File: config.mk
export PLATFORM = sky130hd
export DESIGN_NAME = bias_stream_gen
export DESIGN_NICKNAME = d
export VERILOG_FILES = /design/src/rtl/bias_stream_gen_pkg.sv /design/src/rtl/bias_skid_buf.sv /design/src/rtl/rom.sv /design/src/rtl/bias_stream_gen.sv
export SDC_FILE = /design/constraint.sdc
export NUM_CORES = 1
export LEC_CHECK = 0
export ABC_AREA = 1
export CAP_MARGIN = 25
export CORE_UTILIZATION = 49
export CTS_CLUSTER_DIAMETER = 200
export DETAILED_ROUTE_END_ITERATION = 10
export PLACE_DENSITY_LB_ADDON = 0.1
export SLEW_MARGIN = 20
export SYNTH_ARGS = -nofsm -noshare
export SYNTH_HDL_FRONTEND = slang
export SYNTH_SLANG_ARGS = --single-unit
File: constraint.sdc
create_clock -name ap_clk -period 3.84 [get_ports ap_clk]
set_input_delay 0.384 -clock ap_clk [delete_from_list [all_inputs] [get_ports ap_clk]]
set_output_delay 0.384 -clock ap_clk [all_outputs]
set_load 0.02 [all_outputs]
File: src/rtl/bias_stream_gen_pkg.sv
// Shared constants for the bias coefficient streamers.
// Holds default widths, per-layer kernel counts, ORDER encodings and FSM states.
package bias_stream_gen_pkg;

    localparam int COEFF_WIDTH_DEF = 16;

    // Kernel count of the first conv layer
    localparam int KERN_S_K_1 = 16;

    // Emission ordering
    localparam int ORDER_BIAS_MAJOR = 0;
    localparam int ORDER_SET_MAJOR  = 1;

    // Sequencer FSM
    localparam logic [1:0] ST_IDLE  = 2'd0;
    localparam logic [1:0] ST_RUN   = 2'd1;
    localparam logic [1:0] ST_DRAIN = 2'd2;

    // Counter width that stays at least one bit for degenerate sizes
    function automatic int clog2_min2(input int n);
        return $clog2(n < 2 ? 2 : n);
    endfunction

endpackage

File: src/rtl/bias_skid_buf.sv
// Two-entry out/skid buffer behind a 1-cycle-latency ROM, with in-flight tracking.
// Ports: issue (read issued now), rdata (ROM q), full_n (sink ready),
// can_issue, will_empty (empty after this edge, given no issue), write, data.
module bias_skid_buf #(
    parameter int WIDTH = 16
) (
    input  logic             clk,
    input  logic             rst_n,
    input  logic             issue,
    input  logic [WIDTH-1:0] rdata,
    input  logic             full_n,
    output logic             can_issue,
    output logic             will_empty,
    output logic             write,
    output logic [WIDTH-1:0] data
);

    logic             inflight;
    logic             out_valid;
    logic             skid_valid;
    logic [WIDTH-1:0] out_data;
    logic [WIDTH-1:0] skid_data;
    logic             drain;
    logic             take;
    logic [1:0]       occ;

    assign drain = out_valid & full_n;
    assign take  = ~out_valid | drain;
    assign write = drain;
    assign data  = out_data;

    // Reserve a slot for every outstanding read, crediting this cycle's drain
    assign occ = 2'(out_valid) + 2'(skid_valid) + 2'(inflight);
    assign can_issue = occ <= ({1'b0, drain} + 2'd1);

    assign will_empty = ~inflight & ~skid_valid & take;

    always_ff @(posedge clk or negedge rst_n) begin
        if (!rst_n) begin
            inflight   <= 1'b0;
            out_valid  <= 1'b0;
            skid_valid <= 1'b0;
            out_data   <= '0;
            skid_data  <= '0;
        end else begin
            inflight <= issue;
            if (take) begin
                if (skid_valid) begin
                    // Older skid word goes out first; a returning word refills skid
                    out_data   <= skid_data;
                    out_valid  <= 1'b1;
                    skid_valid <= inflight;
                    if (inflight) skid_data <= rdata;
                end else begin
                    out_valid <= inflight;
                    if (inflight) out_data <= rdata;
                end
            end else if (inflight) begin
                skid_data  <= rdata;
                skid_valid <= 1'b1;
            end
        end
    end

endmodule

File: src/rtl/rom.sv
// Synchronous single-port ROM, one cycle read latency (ce/addr -> q).
// Ports: clk, ce, addr (read request), q (registered word).
// The image arrives as init_data (word i at bits [i*data_width +: data_width]),
// produced by the build flow from mem_file; an empty mem_file gives a zero ROM.
module rom
    import bias_stream_gen_pkg::*;
#(
    parameter int    mem_size   = 16,
    parameter int    data_width = 16,
    parameter string mem_file   = "",
    parameter logic [mem_size*data_width-1:0] init_data = '0
) (
    input  logic                          clk,
    input  logic                          ce,
    input  logic [clog2_min2(mem_size)-1:0] addr,
    output logic [data_width-1:0]         q
);

    localparam int AW    = clog2_min2(mem_size);
    localparam int DEPTH = 1 << AW;

    logic [data_width-1:0] mem [DEPTH];

    // Pad to a power-of-two depth so every addr value is in range
    for (genvar i = 0; i < DEPTH; i++) begin : g_word
        if (mem_file != "" && i < mem_size) begin : g_img
            assign mem[i] = init_data[i*data_width +: data_width];
        end else begin : g_pad
            assign mem[i] = '0;
        end
    end

    always_ff @(posedge clk) begin
        if (ce) q <= mem[addr];
    end

endmodule

File: src/rtl/bias_stream_gen.sv
// Streams per-kernel bias words from a ROM into a FIFO write port.
// Ports: ap_clk, ap_rst_n, ap_start/ap_idle/ap_done (control),
// output_V_din/output_V_full_n/output_V_write (FIFO side).
module bias_stream_gen
    import bias_stream_gen_pkg::*;
#(
    parameter int    COEFF_WIDTH = COEFF_WIDTH_DEF,
    parameter int    NUM_KERNELS = KERN_S_K_1,
    parameter int    REPEAT      = 1,
    parameter int    ORDER       = ORDER_BIAS_MAJOR,
    parameter int    NUM_PASSES  = 1,
    parameter string MEM_FILE    = "./bias.mem",
    parameter logic [NUM_KERNELS*COEFF_WIDTH-1:0] ROM_INIT = '0
) (
    input  logic                   ap_clk,
    input  logic                   ap_rst_n,
    input  logic                   ap_start,
    output logic                   ap_idle,
    output logic                   ap_done,
    output logic [COEFF_WIDTH-1:0] output_V_din,
    input  logic                   output_V_full_n,
    output logic                   output_V_write
);

    localparam int KW = clog2_min2(NUM_KERNELS);
    localparam int RW = clog2_min2(REPEAT);
    localparam int PW = clog2_min2(NUM_PASSES);

    logic [1:0]             state;
    logic [1:0]             state_nxt;
    logic [KW-1:0]          kern;
    logic [RW-1:0]          rep;
    logic [PW-1:0]          pass;
    logic                   issue;
    logic                   can_issue;
    logic                   will_empty;
    logic                   kern_last;
    logic                   rep_last;
    logic                   pass_last;
    logic                   seq_end;
    logic [COEFF_WIDTH-1:0] q;

    assign kern_last = kern == KW'(NUM_KERNELS - 1);
    assign rep_last  = rep == RW'(REPEAT - 1);
    assign seq_end   = kern_last & rep_last;
    // A zero pass count never reaches its last pass
    assign pass_last = (NUM_PASSES != 0) && (pass == PW'(NUM_PASSES - 1));
    assign issue     = (state == ST_RUN) & can_issue;

    always_comb begin
        state_nxt = state;
        unique case (state)
            ST_IDLE:  if (ap_start) state_nxt = ST_RUN;
            ST_RUN:   if (issue && seq_end && pass_last) state_nxt = ST_DRAIN;
            ST_DRAIN: if (will_empty) state_nxt = ST_IDLE;
            default:  state_nxt = ST_IDLE;
        endcase
    end

    always_ff @(posedge ap_clk or negedge ap_rst_n) begin
        if (!ap_rst_n) begin
            state   <= ST_IDLE;
            kern    <= '0;
            rep     <= '0;
            pass    <= '0;
            ap_idle <= 1'b1;
            ap_done <= 1'b0;
        end else begin
            state   <= state_nxt;
            ap_idle <= state_nxt == ST_IDLE;
            // Done lands the cycle after the final word leaves
            ap_done <= (state == ST_DRAIN) && will_empty;
            if (state == ST_IDLE) begin
                kern <= '0;
                rep  <= '0;
                pass <= '0;
            end else if (issue) begin
                if (ORDER == ORDER_SET_MAJOR) begin
                    kern <= kern_last ? '0 : kern + 1'b1;
                    if (kern_last) rep <= rep_last ? '0 : rep + 1'b1;
                end else begin
                    rep <= rep_last ? '0 : rep + 1'b1;
                    if (rep_last) kern <= kern_last ? '0 : kern + 1'b1;
                end
                if (seq_end) pass <= pass + 1'b1;
            end
        end
    end

    rom #(
        .mem_size   (NUM_KERNELS),
        .data_width (COEFF_WIDTH),
        .mem_file   (MEM_FILE),
        .init_data  (ROM_INIT)
    ) u_rom (
        .clk  (ap_clk),
        .ce   (issue),
        .addr (kern),
        .q    (q)
    );

    bias_skid_buf #(
        .WIDTH (COEFF_WIDTH)
    ) u_buf (
        .clk        (ap_clk),
        .rst_n      (ap_rst_n),
        .issue      (issue),
        .rdata      (q),
        .full_n     (output_V_full_n),
        .can_issue  (can_issue),
        .will_empty (will_empty),
        .write      (output_V_write),
        .data       (output_V_din)
    );

endmodule

# Yosys cells after proc, flatten, opt, wreduce, memory -nomap -nowiden

Memories as Yosys holds them, arrays and structs flattened. A register that Yosys moved wholly into a read port is not among the register bits.
Index checks and enable logic that the tools add are counted.

Logic and storage cells: 71
Bits in registers: 45
Bits in writable memories: 0
Input port bits: 4
Output and inout port bits: 19
Memories: 1
Bits in latches: 0
Bits in read-only memories: 256

Eq/ne operators: 5
$add $sub $neg: 6
Bitwise operators: 12
$mul: 0
Order comparisons: 1
Shift-type cells: 0
Div/mod/pow operators: 0
Multiplexer cells: 23
Reduce and logical (&&, ||, !) cells: 12

Memories:

| memory          | words | width | read ports | clocked after Yosys merged registers in | write ports | line      | text |
|---|---|---|---|---|---|---|---|
| (no name shown) | 16    | 16    | 1          | 1                                       | 0           | rom.sv:34 | `if (ce) q <= mem[addr];` |

Operators with widths:

| cell                | count |
|---|---|
| $mux 16             | 5 |
| $mux 4              | 4 |
| $mux 1              | 10 |
| $reduce_bool 2->1   | 4 |
| $mux 2              | 3 |
| $pmux 2 s3          | 1 |
| $reduce_and 2->1    | 3 |
| $and 1x1->1         | 5 |
| $not 1->1           | 5 |
| $not 4->5           | 1 |
| $add 4x1->4 const B | 1 |
| $eq 4x4->1 const B  | 1 |
| $logic_not 2->1     | 2 |
| $ne 2x1->1 const B  | 2 |
| $logic_and 1x1->1   | 3 |
| $add 1x1->1 const B | 2 |
| $add 1x1->2         | 1 |
| $add 1x1->2 const B | 1 |
| $add 2x1->2         | 1 |
| $eq 2x1->1 const B  | 1 |
| $eq 2x2->1 const B  | 1 |
| $le 2x2->1          | 1 |
| $or 1x1->1          | 1 |

# Longest topological paths before layout

Gate-level depths: netlist (run 1).

Depth in word-level cells: 9
Gate-level depth with buffers: 12

# By module

From an unflattened synthesis (run 1), not the netlist that was laid out.

Cell total of the unflattened synthesis: 279
Area total of the unflattened synthesis: 2268.4 µm²

By module, submodules not included:

| module          | times used | cells an instance | area each (µm²) |
|---|---|---|---|
| bias_skid_buf   | 1          | 212               | 1711.6 |
| bias_stream_gen | 1          | 50                | 432.9 |
| rom             | 1          | 17                | 123.9 |

# Worst setup path after synthesis (run 1)

No wires, ideal clock.

Kind: reg2reg
Start: reg u_buf.skid_valid
End: reg kern[0]
Arrival time: 1.558 ns
Path buffers: 0
Stages on the path, launching flop included: 10
Setup slack: 2.162 ns
Data required time: 3.720 ns
Path through: dfrtp_1 -> inv_1 -> fa_1 -> ha_1 -> nand2_1 -> nand2_2 -> nand2_4 -> clkinv_2 -> nand2_2 -> o21ai_2

Cells in the longest elaborated chain, start to end: 6

RTL lines:

| what                               | line                  | text |
|---|---|---|
| start: declaration                 | bias_skid_buf.sv:20   | `logic skid_valid;` |
| start signal: assignment           | bias_skid_buf.sv:52   | `skid_valid <= inflight;` |
| $add 1x1->2                        | bias_skid_buf.sv:33   | `assign occ = 2'(out_valid) + 2'(skid_valid) + 2'(inflight);` |
| $add 2x1->2                        | bias_skid_buf.sv:33   |  |
| $le 2x2->1                         | bias_skid_buf.sv:34   | `assign can_issue = occ <= ({1'b0, drain} + 2'd1);` |
| $and 1x1->1                        | bias_stream_gen.sv:48 | `assign issue = (state == ST_RUN) & can_issue;` |
| named net issue                    | bias_stream_gen.sv:34 | `logic issue;` |
| $reduce_bool 2->1 (no source line) | -                     |  |
| $reduce_and 2->1 (no source line)  | -                     |  |
| end signal: assignment             | bias_stream_gen.sv:79 | `kern <= kern_last ? '0 : kern + 1'b1;` |
| end signal: assignment             | bias_stream_gen.sv:83 | `if (rep_last) kern <= kern_last ? '0 : kern + 1'b1;` |
| end: declaration                   | bias_stream_gen.sv:31 | `logic [KW-1:0] kern;` |

The timed path passes the listed nets, and every way through them passes these cells.
A chain may end at the register's enable or synchronous reset.

# Worst setup path after layout (run 1)

Start: in output_V_full_n
End: out output_V_write

Cells in the longest elaborated chain, start to end: 1

RTL lines:

| what               | line                  | text |
|---|---|---|
| start: declaration | bias_stream_gen.sv:21 | `input logic output_V_full_n,` |
| $and 1x1->1        | bias_skid_buf.sv:27   | `assign drain = out_valid & full_n;` |
| end: declaration   | bias_stream_gen.sv:22 | `output logic output_V_write` |

Every way passes these cells.

==> results of run 1 <==
worst paths after layout:
check	from	endpoint	slack, ns	cells past startpoint
min in group ap_clk	pass$_DFFE_PN0P_	pass$_DFFE_PN0P_	0.49	2
setup reg to reg	u_buf.skid_valid$_DFFE_PN0P_	kern[0]$_DFFE_PN0P_	2.06	9
hold reg to reg	pass$_DFFE_PN0P_	pass$_DFFE_PN0P_	0.49	2
max in group asynchronous	ap_rst_n	ap_idle$_DFF_PN1_	3.01	1
setup / recovery	output_V_full_n	output_V_write	1.86	4
hold / removal	ap_rst_n	u_buf.inflight$_DFF_PN0_	0.46	1
metrics by stage:
stage	power, W	cell area, um^2	hold slack, ns	instances
floorplan	0.000538	835	0.0884	106
detailed placement	0.000607	795	0.465	112
CTS	0.000690	821	0.464	116
finish	0.000679	821	0.457	116
global placement	0.000594	795	0.463	112
global route	0.000750	821	0.493	116
cell families (layout without fill, tap and decap cells):
family | Yosys count | after routing | share of synthesized area [%]
XOR/XNOR | 2 | 2 | 2.25
flip-flops | 12 | 12 | 38.7
adder cells (fa/ha/maj) | 4 | 4 | 7.40
buffers and inverters | 31 | 25 | 22.8
AO/OA/AOI/OAI | 4 | 4 | 3.54
AND/OR/NAND/NOR | 37 | 37 | 24.8
other | 1 | 16 | 0.482
placed cells by master (no fill, tap or decap), drive strengths merged:
cell	Yosys	final
clkbuf	0	4
clkdlybuf4s50	0	6
clkinv	1	1
conb	1	16
dfrtp	11	11
dfstp	1	1
fa	1	1
ha	3	3
inv	14	14
nand2	23	23
nand3	6	6
nand4	3	3
nor2	4	4
o21ai	4	4
or2	1	1
xnor2	2	2
synth_stat cells:
| cell type | count |
|---|---|
| nand2_1 | 18 |
| buf_4 | 16 |
| inv_1 | 13 |
| dfrtp_1 | 11 |
| nand3_1 | 5 |
| nand2_2 | 4 |
| ha_1 | 3 |
| nor2_1 | 3 |
| nand4_1 | 2 |
| o21ai_0 | 2 |
| o21ai_2 | 2 |
| xnor2_1 | 2 |
| clkinv_2 | 1 |
| conb_1 | 1 |
| dfstp_2 | 1 |
| fa_1 | 1 |
| inv_2 | 1 |
| nand2_4 | 1 |
| nand3_2 | 1 |
| nand4_2 | 1 |
| nor2_4 | 1 |
| or2_1 | 1 |
power by group through the flow:
stage | logic [W] | clock network, W | registers (W)
detailed placement | 0.000393 | 0 | 0.000213
floorplan | 0.000328 | 0 | 0.000210
finish | 0.000386 | 0.0000823 | 0.000211
global placement | 0.000383 | 0 | 0.000211
CTS | 0.000394 | 0.0000858 | 0.000211
global route | 0.000441 | 0.0000942 | 0.000215
registers in the layout, summed over array words and instances (netlist names):
register and flops:
ap_done 1, ap_idle 1, kern 4, pass 1, state 2, u_buf.inflight 1
u_buf.out_valid 1, u_buf.skid_valid 1
per-layer routing:
| layer | vias up | GRT usage [%] | share of wire [%] | wire [um] |
|---|---|---|---|---|
| met5 | - | 0 | 0 | 0 |
| met4 | 0 | 11.6 | 4.0 | 42 |
| met3 | 5 | 2.61 | 3.0 | 31 |
| met2 | 13 | 21.6 | 46 | 480 |
| met1 | 221 | 16.7 | 47 | 487 |
| li1 | 265 | - | - | - |
worst max-delay path, delay by kind of cell:
kind | cells | cell delay, ns
simple gates | 1 | 0.09
buf+inv | 3 | 1.12
final cells by class:
| cell class | instances | area (um^2) | share of cell area (%) |
|---|---|---|---|
| well taps | 16 | 20.0 | 2.44 |
| clock buffers | 4 | 26.3 | 3.20 |
| multi-input cells | 63 | 355 | 43.3 |
| flip-flops and latches | 12 | 302 | 36.7 |
| repair buffers | 6 | 60.1 | 7.32 |
| inverters | 15 | 57.6 | 7.01 |
==> impl_metrics.yaml, run 1 <==
timing:
  max_freq_mhz: 504
  tightestPinTransition_ns: 0.545
  tns_ns: 0
  setup_viol: 0
  slew_headroom_pct: 63.6
  maxSlewViolCount: 0
  timing.final.crit_share_pct: 51.6
  skew_ns: 0.00759
  timing_hold_violations_final: 0
  rsz0062_at_grt: "false"
  layout_setup_ws_ns: 1.86
  post-route-min-period_ns: 1.98
placement:
  port_buffers: 6
  pre_cts_ws_ns: 1.85
  gp_congestion: 0.740
  hpwl_um: 846
critical_path:
  critPathKind: "primary input to primary output"
  path_cells: "clkdlybuf4s50_1 -> nand2_1 -> inv_1 -> clkdlybuf4s50_1"
  critPathLaunchType: "primary input"
  cp_max_fo: 3
  worstSetupEndpointType: "primary output"
  max_stage_delay_ns: 0.59
  worstPathArrival_ns: 1.60
  required_ns: 3.46
  slowest_stage: "clkdlybuf4s50_1"
  worst_path_most_repeated_cell: "clkdlybuf4s50_1"
synthesis:
  synth_area_leaders: "dfrtp_1, buf_4, nand2_1"
  syn-mean-instance-area_um2: 8.55
  yosysSeqAreaShare_pct: 38.7
  synthCells: 91
  mappedNetlistArea_um2: 778
  yosys.area.top_type: "dfrtp_1"
  ys_warn_count: 0
  synth_seq_cells: 12
  synth_top_area_share_pct: 35.4
  yosysUniqueCellTypes: 22
clock_network:
  insertion_delay_ns: 0.28
  cts_tree: "done"
  cts_sinks: 12
  post_cts_buffers: 0
  max-clock-path-buffers: 2
  root_buffer: "clkbuf_4"
  cts_max_level: 1
  cts_hold_buf: 0
  cts_resized: 0
  numCtsBuffers: 3
  clk_pin_slew_worst_paths_ns: 0.08
cells_and_area:
  fillers: 140
  fin_nets: 109
  utilization_pct: 55.1
  area_growth_pct: 5.47
  drive_gt1_share_pct: 16.0
  num_antenna_cells: 0
global_routing:
  antenna_found_initial: 0
  grt_pass1_wl_mm: 1.79
  grt_util_all_layers_pct: 14.0
  grt_max_degree: 13
  grt-ovfl-total: 0
  grt_pass1_vias: 442
die:
  io_pins: 23
  core_area_mm2: 0.00149
  die_w_um: 41.9
  fp-row-count: 14
  dieArea_mm2: 0.00175
  start_util_pct: 52.3
  die_y_um: 41.9
job:
  max_cap_viol_count: 0
detailed_routing:
  drc: 0
  drt_iter0_drc: 4
  drtPass1Iterations: 3
  wl_per_cell_um: 8.97
  ant_nets: 0
  vias_per_cell: 4.34
  wl_mm: 1.04
  dr_total_vias: 504
power_and_ir_drop:
  power_density_mw_per_mm2: 827
  p_comb_share_pct: 56.8
  p_sw_w: 0.000323
  power_frac_seq_pct: 31.0
  p_leak_nw: 0.465
  p_clk_share_pct: 12.1
  power.internal_w: 0.000356
  switching_share_pct: 47.5
  peakVddDrop_v: 0.000460
worst_hold_path:
  min_path_type: "primary input to asynchronous set/reset pin"
outcome:
  status: "finished, final reports clean"
Power figures use the tool's default switching activity.
==> run 2: changes to the inputs <==
--- a/config.mk
+++ b/config.mk
@@ -7,7 +7,7 @@
 export LEC_CHECK = 0
 export ABC_AREA = 1
 export CAP_MARGIN = 25
-export CORE_UTILIZATION = 49
+export CORE_UTILIZATION = 41
 export CTS_CLUSTER_DIAMETER = 200
 export DETAILED_ROUTE_END_ITERATION = 10
 export PLACE_DENSITY_LB_ADDON = 0.1
==> constraint.sdc (replaced) <==
create_clock -name ap_clk -period 1.6 [get_ports ap_clk]
set_input_delay 0.16 -clock ap_clk [delete_from_list [all_inputs] [get_ports ap_clk]]
set_output_delay 0.16 -clock ap_clk [all_outputs]
set_load 0.02 [all_outputs]
==> run 2 against run 1 <==
The run now ends with negative setup slack left. Sequential power increased by 140%. Non-clock buffer count rose by 2. Die area is 19% higher. Cell area is 13% higher. Critical path depth up 8. Hold slack lost 0.23 ns. Combinational power grew to 3.5 times the previous value. Routed wire length up 12%. Global-route usage down 0.44 points. Clock-buffer cell count did not move. Clock power grew to 2.9 times the previous value. Highest routed layer is now met3.
==> impl_metrics.yaml, run 2 (synthesis results as in run 1) <==
critical_path:
  worst_path_most_repeated_cell: "nand2_1"
  path_cells: "inv_2 -> fa_1 -> ha_4 -> inv_2 -> nand2_2 -> nand2_2 -> nand2_4 -> nand2_8 -> nand2_1 -> nand2_1 -> nand2_1 -> nand2_1"
  max_stage_delay_ns: 0.57
  required_ns: 1.77
  cp_max_fo: 7
  slowest_stage: "fa_1"
  critPathKind: "flop to flop"
  worstPathArrival_ns: 1.94
  worstSetupEndpointType: "flop"
  path_delay_family: "adder cells"
  critPathLaunchType: "flop"
  cp.buffers_inverters: 2
detailed_routing:
  wl_per_cell_um: 9.17
  drc: 0
  wl_met2_um: 622
  ant_nets: 0
  wl_met3_um: 71
  wirelength_met1_um: 471
  drtPass1Iterations: 4
  wl_mm: 1.17
  maxUsedRoutingLayer: "met3"
  vias_per_cell: 4.08
  dr_total_vias: 518
  drt_iter0_drc: 5
timing:
  timing_hold_violations_final: 0
  layout_setup_ws_ns: -0.171
  tns_ns: -0.979
  slew_headroom_pct: 65.3
  tightestPinTransition_ns: 0.518
  timing.final.crit_share_pct: 111
  post-route-min-period_ns: 1.77
  setup_viol: 8
  skew_ns: 0.00477
  rsz0062_at_grt: "true"
  maxSlewViolCount: 0
  max_freq_mhz: 565
global_routing:
  grt_max_degree: 13
  antenna_found_initial: 0
  grt-ovfl-total: 0
  grt_util_all_layers_pct: 13.5
  grt_pass1_vias: 465
  grt_pass1_wl_mm: 1.88
job:
  max_cap_viol_count: 0
clock_network:
  cts_max_level: 1
  cts_tree: "done"
  numCtsBuffers: 3
  insertion_delay_ns: 0.27
  root_buffer: "clkbuf_4"
  max-clock-path-buffers: 2
  cts_sinks: 12
  clk_pin_slew_worst_paths_ns: 0.08
  cts_hold_buf: 0
die:
  core_area_mm2: 0.00175
  start_util_pct: 44.6
  io_pins: 23
  die_y_um: 45.6
  fp-row-count: 15
  die_w_um: 45.6
  dieArea_mm2: 0.00208
cells_and_area:
  largest_reg_flops: 4
  final_common_cell: "conb_1"
  area_growth_pct: 19.3
  fin_nets: 111
  reg_top3: "kern (4), state (2)"
  final_cell_mix: "conb_1, nand2_1, dfrtp_1"
  final_cells: 127
  top_register: "kern"
  drive_gt1_share_pct: 28.4
  num_antenna_cells: 0
  utilization_pct: 53.2
outcome:
  violations: "negative setup slack"
  status: "finished with violations"
power_and_ir_drop:
  switching_share_pct: 46.5
  p_sw_w: 0.000981
  power.internal_w: 0.00113
  power_w: 0.00211
  power_density_mw_per_mm2: 2270
  p_comb_share_pct: 64.6
  p_leak_nw: 0.493
  power_frac_seq_pct: 24.0
  peakVddDrop_v: 0.00113
  p_clk_share_pct: 11.4
worst_hold_path:
  min_path_type: "primary input to asynchronous set/reset pin"
placement:
  port_buffers: 6
  dp.cells: 122
  gp_congestion: 0.683
  hpwl_um: 897
## run 2: power groups by stage
stage | sequential [W] | combinational [W] | clock, W
floorplan | 0.000504 | 0.000843 | 0
finish | 0.000506 | 0.00136 | 0.000240
detailed placement | 0.000509 | 0.00103 | 0
CTS | 0.000506 | 0.00103 | 0.000249
global route | 0.000522 | 0.00152 | 0.000266
global placement | 0.000506 | 0.00102 | 0
## run 2: path summary, 6_finish.rpt
path / from / endpoint / slack [ns] / cells past startpoint
setup / recovery: u_buf.skid_valid$_DFFE_PN0P_ / pass$_DFFE_PN0P_ / -0.17 / 12
hold reg to reg: pass$_DFFE_PN0P_ / pass$_DFFE_PN0P_ / 0.49 / 2
hold / removal: ap_rst_n / state[1]$_DFF_PN0_ / 0.22 / 1
min in group ap_clk: ap_start / state[0]$_DFF_PN0_ / 0.47 / 3
max in group asynchronous: ap_rst_n / ap_idle$_DFF_PN1_ / 1.01 / 1
setup reg to reg: u_buf.skid_valid$_DFFE_PN0P_ / pass$_DFFE_PN0P_ / -0.17 / 12
## run 2: repair_timing
action,in CTS,in global routing
pin swaps,0,1
setup buffers,0,1
endpoints found under the setup margin,8,10
gates resized for setup,1,14
hold endpoints to repair,0,0
## run 2: routing by layer
metal | global-route usage [%] | vias up
li1 | - | 268
met1 | 15.9 | 237
met2 | 21.4 | 13
met3 | 7.14 | 0
met4 | 3.64 | 0
met5 | 0 | -
## run 2: layout make-up
cell class	count	area (um^2)
fillers	183	817
multi-input cells	63	420
well taps	25	31.3
inverters	15	61.3
clock buffers	4	36.3
flip-flops and latches	12	302
repair buffers	8	77.6
## run 2: metrics by stage
stage                     setup slack [ns]  cell area, um^2  hold WS (ns)
after floorplan                    -0.0557              843        -0.136
after global placement              -0.156              822         0.468
after detailed placement            -0.174              822         0.466
after CTS                           -0.172              858         0.250
after global routing                -0.247              928         0.272
final                               -0.171              928         0.225
==> run 3: changes to the inputs <==
--- a/config.mk
+++ b/config.mk
@@ -11,7 +11,6 @@
 export CTS_CLUSTER_DIAMETER = 200
 export DETAILED_ROUTE_END_ITERATION = 10
 export PLACE_DENSITY_LB_ADDON = 0.1
-export SLEW_MARGIN = 20
 export SYNTH_ARGS = -nofsm -noshare
 export SYNTH_HDL_FRONTEND = slang
 export SYNTH_SLANG_ARGS = --single-unit
==> results of run 3 <==
Same layout as run 2: the final DEF is identical, and so are final timing and power.
